File: src/rtl/xreg_sb.sv
// -----------------------------------------------------------------------------
// xreg_sb : multi-port integer register file with an integrated scoreboard
//
// Purpose
//   Holds NUM_REGS = 2**ADDR_W registers of DATA_W bits. x0 is hard-wired to
//   zero. There are two write ports: A is ALU writeback and B is late load
//   writeback; B wins when both hit the same index. NUM_RD combinational read
//   ports forward same-cycle writes. One busy bit per register records a
//   pending producer for the decode stage's hazard logic. A clear engine
//   zeroes the file one register per cycle on request.
//
// Ports
//   clk_i        core clock, all state updates on posedge
//   rst_n_i      asynchronous active-low reset
//   rd_addr_i    packed read indices, port k = [k*ADDR_W +: ADDR_W]
//   rd_data_o    packed read data, port k = [k*DATA_W +: DATA_W]
//   rd_busy_o    per read port: addressed register has a pending producer
//   wa_vld_i / wa_addr_i / wa_data_i   write port A
//   wb_vld_i / wb_addr_i / wb_data_i   write port B (priority over A)
//   iss_vld_i / iss_addr_i             issue: mark destination busy
//   clr_req_i    start clear sequence (level, sampled only in IDLE)
//   clr_busy_o   clear sequence in progress
// -----------------------------------------------------------------------------
module xreg_sb #(
  parameter int DATA_W = 32,
  parameter int ADDR_W = 5,
  parameter int NUM_RD = 2
) (
  input  logic                       clk_i,
  input  logic                       rst_n_i,
  input  logic [NUM_RD*ADDR_W-1:0]   rd_addr_i,
  output logic [NUM_RD*DATA_W-1:0]   rd_data_o,
  output logic [NUM_RD-1:0]          rd_busy_o,
  input  logic                       wa_vld_i,
  input  logic [ADDR_W-1:0]          wa_addr_i,
  input  logic [DATA_W-1:0]          wa_data_i,
  input  logic                       wb_vld_i,
  input  logic [ADDR_W-1:0]          wb_addr_i,
  input  logic [DATA_W-1:0]          wb_data_i,
  input  logic                       iss_vld_i,
  input  logic [ADDR_W-1:0]          iss_addr_i,
  input  logic                       clr_req_i,
  output logic                       clr_busy_o
);

  localparam int NUM_REGS = 2 ** ADDR_W;
  localparam logic [ADDR_W-1:0] LAST_IDX = ADDR_W'(NUM_REGS - 1);
  localparam logic [ADDR_W-1:0] FIRST_IDX = ADDR_W'(1);

  localparam logic [0:0] ST_IDLE  = 1'b0;
  localparam logic [0:0] ST_CLEAR = 1'b1;

  logic [0:0]        state_reg;
  logic [ADDR_W-1:0] ptr_reg;
  logic              idle;

  // Qualified write/issue strobes. Everything is gated by IDLE so the clear
  // engine owns the array exclusively, and x0 traffic is dropped here once
  // rather than in every per-register slice.
  logic wa_en;
  logic wb_en;
  logic iss_en;
  logic clr_start;

  assign idle      = (state_reg == ST_IDLE);
  assign wa_en     = idle & wa_vld_i  & (wa_addr_i  != '0);
  assign wb_en     = idle & wb_vld_i  & (wb_addr_i  != '0);
  assign iss_en    = idle & iss_vld_i & (iss_addr_i != '0);
  assign clr_start = idle & clr_req_i;
  assign clr_busy_o = ~idle;

  // ---------------------------------------------------------------------------
  // Clear FSM: the entry edge preloads ptr=1 (x0 needs no clearing), then one
  // register is zeroed per edge; the edge that zeroes the last register
  // returns to IDLE, giving NUM_REGS-1 cycles in CLEAR.
  // ---------------------------------------------------------------------------
  always_ff @(posedge clk_i or negedge rst_n_i) begin
    if (!rst_n_i) begin
      state_reg <= ST_IDLE;
      ptr_reg   <= '0;
    end else begin
      case (state_reg)
        ST_IDLE: begin
          if (clr_req_i) begin
            state_reg <= ST_CLEAR;
            ptr_reg   <= FIRST_IDX;
          end
        end
        default: begin
          if (ptr_reg == LAST_IDX) begin
            state_reg <= ST_IDLE;
          end
          ptr_reg <= ptr_reg + FIRST_IDX;
        end
      endcase
    end
  end

  // ---------------------------------------------------------------------------
  // Register and busy storage. Each register is a separate slice so the whole
  // file can be reset asynchronously; slices publish into reg_val/busy_vec.
  // ---------------------------------------------------------------------------
  logic [DATA_W-1:0]   reg_val [NUM_REGS];
  logic [NUM_REGS-1:0] busy_vec;

  assign reg_val[0]  = '0;
  assign busy_vec[0] = 1'b0;

  genvar gi;
  generate
    for (gi = 1; gi < NUM_REGS; gi++) begin : g_reg
      logic [DATA_W-1:0] data_reg;
      logic              busy_reg;
      logic              hit_a;
      logic              hit_b;
      logic              hit_iss;
      logic              hit_clr;

      assign hit_a   = wa_en  & (wa_addr_i  == ADDR_W'(gi));
      assign hit_b   = wb_en  & (wb_addr_i  == ADDR_W'(gi));
      assign hit_iss = iss_en & (iss_addr_i == ADDR_W'(gi));
      assign hit_clr = ~idle  & (ptr_reg    == ADDR_W'(gi));

      always_ff @(posedge clk_i or negedge rst_n_i) begin
        if (!rst_n_i) begin
          data_reg <= '0;
        end else if (hit_clr) begin
          data_reg <= '0;
        end else if (hit_b) begin
          data_reg <= wb_data_i;
        end else if (hit_a) begin
          data_reg <= wa_data_i;
        end
      end

      // Issue outranks a same-cycle write: the new producer is still pending.
      // Starting a clear flushes every busy bit, including a same-cycle issue.
      always_ff @(posedge clk_i or negedge rst_n_i) begin
        if (!rst_n_i) begin
          busy_reg <= 1'b0;
        end else if (clr_start) begin
          busy_reg <= 1'b0;
        end else if (hit_iss) begin
          busy_reg <= 1'b1;
        end else if (hit_a | hit_b) begin
          busy_reg <= 1'b0;
        end
      end

      assign reg_val[gi]  = data_reg;
      assign busy_vec[gi] = busy_reg;
    end
  endgenerate

  // ---------------------------------------------------------------------------
  // Read ports: B bypass, then A bypass, then stored value. The write strobes
  // already exclude x0 and CLEAR, so no extra gating is needed for data. A
  // register being written this cycle no longer has a pending producer, so its
  // busy flag is masked; an issue only shows up after the edge.
  // ---------------------------------------------------------------------------
  generate
    for (gi = 0; gi < NUM_RD; gi++) begin : g_rd
      logic [ADDR_W-1:0] idx;
      logic              fwd_a;
      logic              fwd_b;

      assign idx   = rd_addr_i[gi*ADDR_W +: ADDR_W];
      assign fwd_a = wa_en & (wa_addr_i == idx);
      assign fwd_b = wb_en & (wb_addr_i == idx);

      assign rd_data_o[gi*DATA_W +: DATA_W] = fwd_b ? wb_data_i :
                                              fwd_a ? wa_data_i :
                                                      reg_val[idx];
      assign rd_busy_o[gi] = idle & busy_vec[idx] & ~(fwd_a | fwd_b);
    end
  endgenerate

endmodule

File: config.mk
export PLATFORM = sky130hd
export DESIGN_NAME = xreg_sb
export DESIGN_NICKNAME = d
export VERILOG_FILES = /design/src/rtl/xreg_sb.sv
export SDC_FILE = /design/constraint.sdc
export NUM_CORES = 2
export LEC_CHECK = 0
export CAP_MARGIN = 20
export CORE_AREA = 2 2 440 442
export DETAILED_ROUTE_END_ITERATION = 10
export DIE_AREA = 0 0 442 444
export PLACE_DENSITY_LB_ADDON = 0.08
export SLEW_MARGIN = 20
export SYNTH_ARGS = -nofsm -noshare
export SYNTH_HDL_FRONTEND = slang
export SYNTH_SLANG_ARGS = --single-unit
File: constraint.sdc
create_clock -name clk_i -period 7.6 [get_ports clk_i]
set_input_delay 1.14 -clock clk_i [delete_from_list [all_inputs] [get_ports clk_i]]
set_output_delay 1.14 -clock clk_i [all_outputs]
set_load 0.02 [all_outputs]
==> impl_results.md <==
* Outcome: completed
* Fin nets at 5665
* Post-CTS sizing at 0
* Worst hold slack at 369 ps
* Post-DP Area at 71500 um^2
* H-tree levels at 4
* DR vias/cell at 6.99
* Maxcap violations at 0
* Seq/Total Area, Yosys at 0.385
* Ys async rst share at 1.00
* # fillers at 18300
* Core area at 192000 um^2
* Synth Area in Compound Gates at 0.198
* Syn_area_per_cell at 11.5 um^2
* Sum Neg Setup Slack at 0 ps
* CTS max path bufs at 3
* Initial antenna violation count at 23
* Syn-to-layout area delta at 13.5%
* WL final at 360 mm
* Port bufs at 161
* Fin crit period at 6730 ps
* Worst reg-to-reg path cell count at 8
* Clk sink count at 1029
* Final setup fails at 0
* Cell area after synthesis at 66800 um^2
* Post-CTS setup buffers at 0
* Worst R2R Setup Slack at 3130 ps
* Yosys reg bits at 1029
* Synth Area in Simple Gates at 0.0508
* Unrepaired setup endpoints after global routing: no
* DRC at 0
* Yosys cell types at 68
* Adder-cell share of the synthesized area at 0.00112
* Post-route antenna net violation count at 0
* DRT iter0 DRCs at 7393
* Crit-path max FO at 36
* Synth Area in XOR/XNOR at 0.00288
* Largest register FFs at 992
* Core Rows at 161
* Hpwl dp at 207 mm
* Startpoint types: input port
* CP Data Required Time at 6460 ps
* Tightest Hold Check Type: input port to async pin
* Final Max Tran Viols at 0
* Via count at 57300
* Crit end category: output pin
* Grt total ovfl at 0
* DRT Pass-1 Iters at 5
* Die W at 442 um
* Gr usage total at 0.359
* Die ar. at 196000 um^2
* Final Cell Area at 75800 um^2
* First-pass GRT wire length at 493 mm
* Starting Density at 0.349
* Clk pin slew, worst setup/hold paths at 60 ps
* Pin count of the biggest net entering global routing at 153
* FMAX at 149 MHz
* Leak at 30.9 nW
* CTS tree: yes
* PnR Total Power at 21.7 mW
* Final count of hold timing violations at 0
* Tcrit/Tclk final at 0.886
* Slew headroom at 0.156
* Worst-Margin Slew at 1260 ps
* EDFF count, synth at 0
* Share of layout cells above drive strength 1 at 0.192
* GP Congestion at 0.887
* Peak supply drop at 179 uV
* Cts bufs inserted at 135
* Yosys warning total at 0
* Main combinational cell family by area after synthesis: multiplexers
* Main synth FF type: dfrtp_1
* Vias in the first global route at 55700
* CTS Hold Buffers Added at 0
* Routed length per instance at 43.9 um
* Post-synthesis mux area share at 0.307
* Synthesized instance count at 5789
* Setup Crit Path Kind: input port to output pin
* Layout Skew at 34.1 ps
* IO Pins at 162
* Crit path DAT at 5590 ps
* Root Buffer: clkbuf_16
* Net Count, Synth at 5890
* Die Ht at 444 um
* Worst-Skew Late Latency at 810 ps
* Finished Core Util at 0.396
* Pwr dens at 286 nW/um^2
## Yosys cell counts, types with 83 or more instances
library cell | count | area share
dfrtp_1 | 1029 | 0.39
buf_1 | 84 | 0.0047
o2bb2ai_1 | 932 | 0.12
nor2_1 | 212 | 0.012
nand2_1 | 151 | 0.0085
buf_2 | 257 | 0.019
mux4_2 | 368 | 0.12
a211oi_1 | 117 | 0.013
clkbuf_1 | 451 | 0.025
a22oi_1 | 125 | 0.014
mux2i_1 | 1139 | 0.17
a21oi_1 | 83 | 0.0062
## per-stage QoR
step | cells | setup slack, ps
after global routing | 8191 | 840
final | 8195 | 868
after detailed placement | 7951 | 922
after CTS | 8188 | 920
after floorplan | 5789 | 3080
after global placement | 7949 | 963
## cell type report
type	instances	area [um^2]	share of cell area
multi-input cells	3914	38200	0.504
flip-flops and latches	1029	25700	0.340
repair buffers	473	4350	0.0574
clock buffers	197	3890	0.0513
well taps	2526	3160	0.0417
clock inverters	40	368	0.00485
inverters	11	42.5	0.000561
diodes	5	12.5	0.000165
## power by group
group	switching, mW	internal (mW)
Combinational	3.38	3.18
Sequential	1.47	7.21
Clock	2.78	3.68
Total	7.64	14.1
## cell usage in the layout (no fill, tap or decap), drive strengths merged, types with 6 or more instances in the layout
cell type | netlist | final
a2111oi | 6 | 6
a211oi | 118 | 118
a21boi | 39 | 39
a21oi | 92 | 92
a221oi | 17 | 17
a22o | 31 | 31
a22oi | 125 | 125
a2bb2oi | 14 | 14
a32oi | 8 | 8
and2 | 7 | 7
and3 | 13 | 13
buf | 383 | 320
clkbuf | 452 | 198
clkdlybuf4s50 | 0 | 152
clkinv | 0 | 29
dfrtp | 1029 | 1029
ha | 6 | 6
inv | 11 | 18
mux2 | 71 | 71
mux2i | 1139 | 1139
mux4 | 368 | 368
nand2 | 151 | 151
nand2b | 16 | 16
nand3 | 62 | 62
nand4 | 13 | 13
nor2 | 212 | 212
nor2b | 75 | 75
nor3 | 87 | 87
nor3b | 10 | 10
nor4 | 23 | 23
o2111ai | 14 | 14
o21ai | 70 | 70
o22ai | 48 | 48
o2bb2ai | 932 | 932
o311a | 14 | 14
o311ai | 33 | 33
o31ai | 17 | 17
o41ai | 29 | 29
xnor2 | 9 | 9
xor2 | 13 | 13
## cells by family after synthesis
group	after synthesis
AO/OA/AOI/OAI	1619
XOR/XNOR	22
adder cells (fa/ha/maj)	6
buffers and inverters	846
flip-flops	1029
multiplexers	1578
AND/OR/NAND/NOR	689
## final timing paths
check                                         end              startpoint
max                                 rd_data_o[40]            rd_addr_i[8]
min                          g_reg[9].data_reg[5]                 rst_n_i
max reg2reg                 g_reg[6].data_reg[24]              clr_busy_o
min reg2reg                g_reg[23].data_reg[10]  g_reg[23].data_reg[10]
max in group asynchronous  g_reg[17].data_reg[25]                 rst_n_i
min in group clk_i         g_reg[23].data_reg[10]  g_reg[23].data_reg[10]
## worst max-delay path, cell delays in order
cell,delay [ps]
clkdlybuf4s50_1,980
xor2_1,370
a211oi_2,690
and2_4,720
nor3_1,110
a211oi_1,790
clkdlybuf4s50_1,750
## layer usage
layer / track usage / part of all wire / routed length (um)
met4: 0.189 / 0.058 / 20900
met5: 0.00244 / 0.00040 / 144
met3: 0.0881 / 0.098 / 35100
met1: 0.490 / 0.41 / 148000
met2: 0.525 / 0.43 / 156000
No activity file was read; power rests on OpenSTA's default activity.
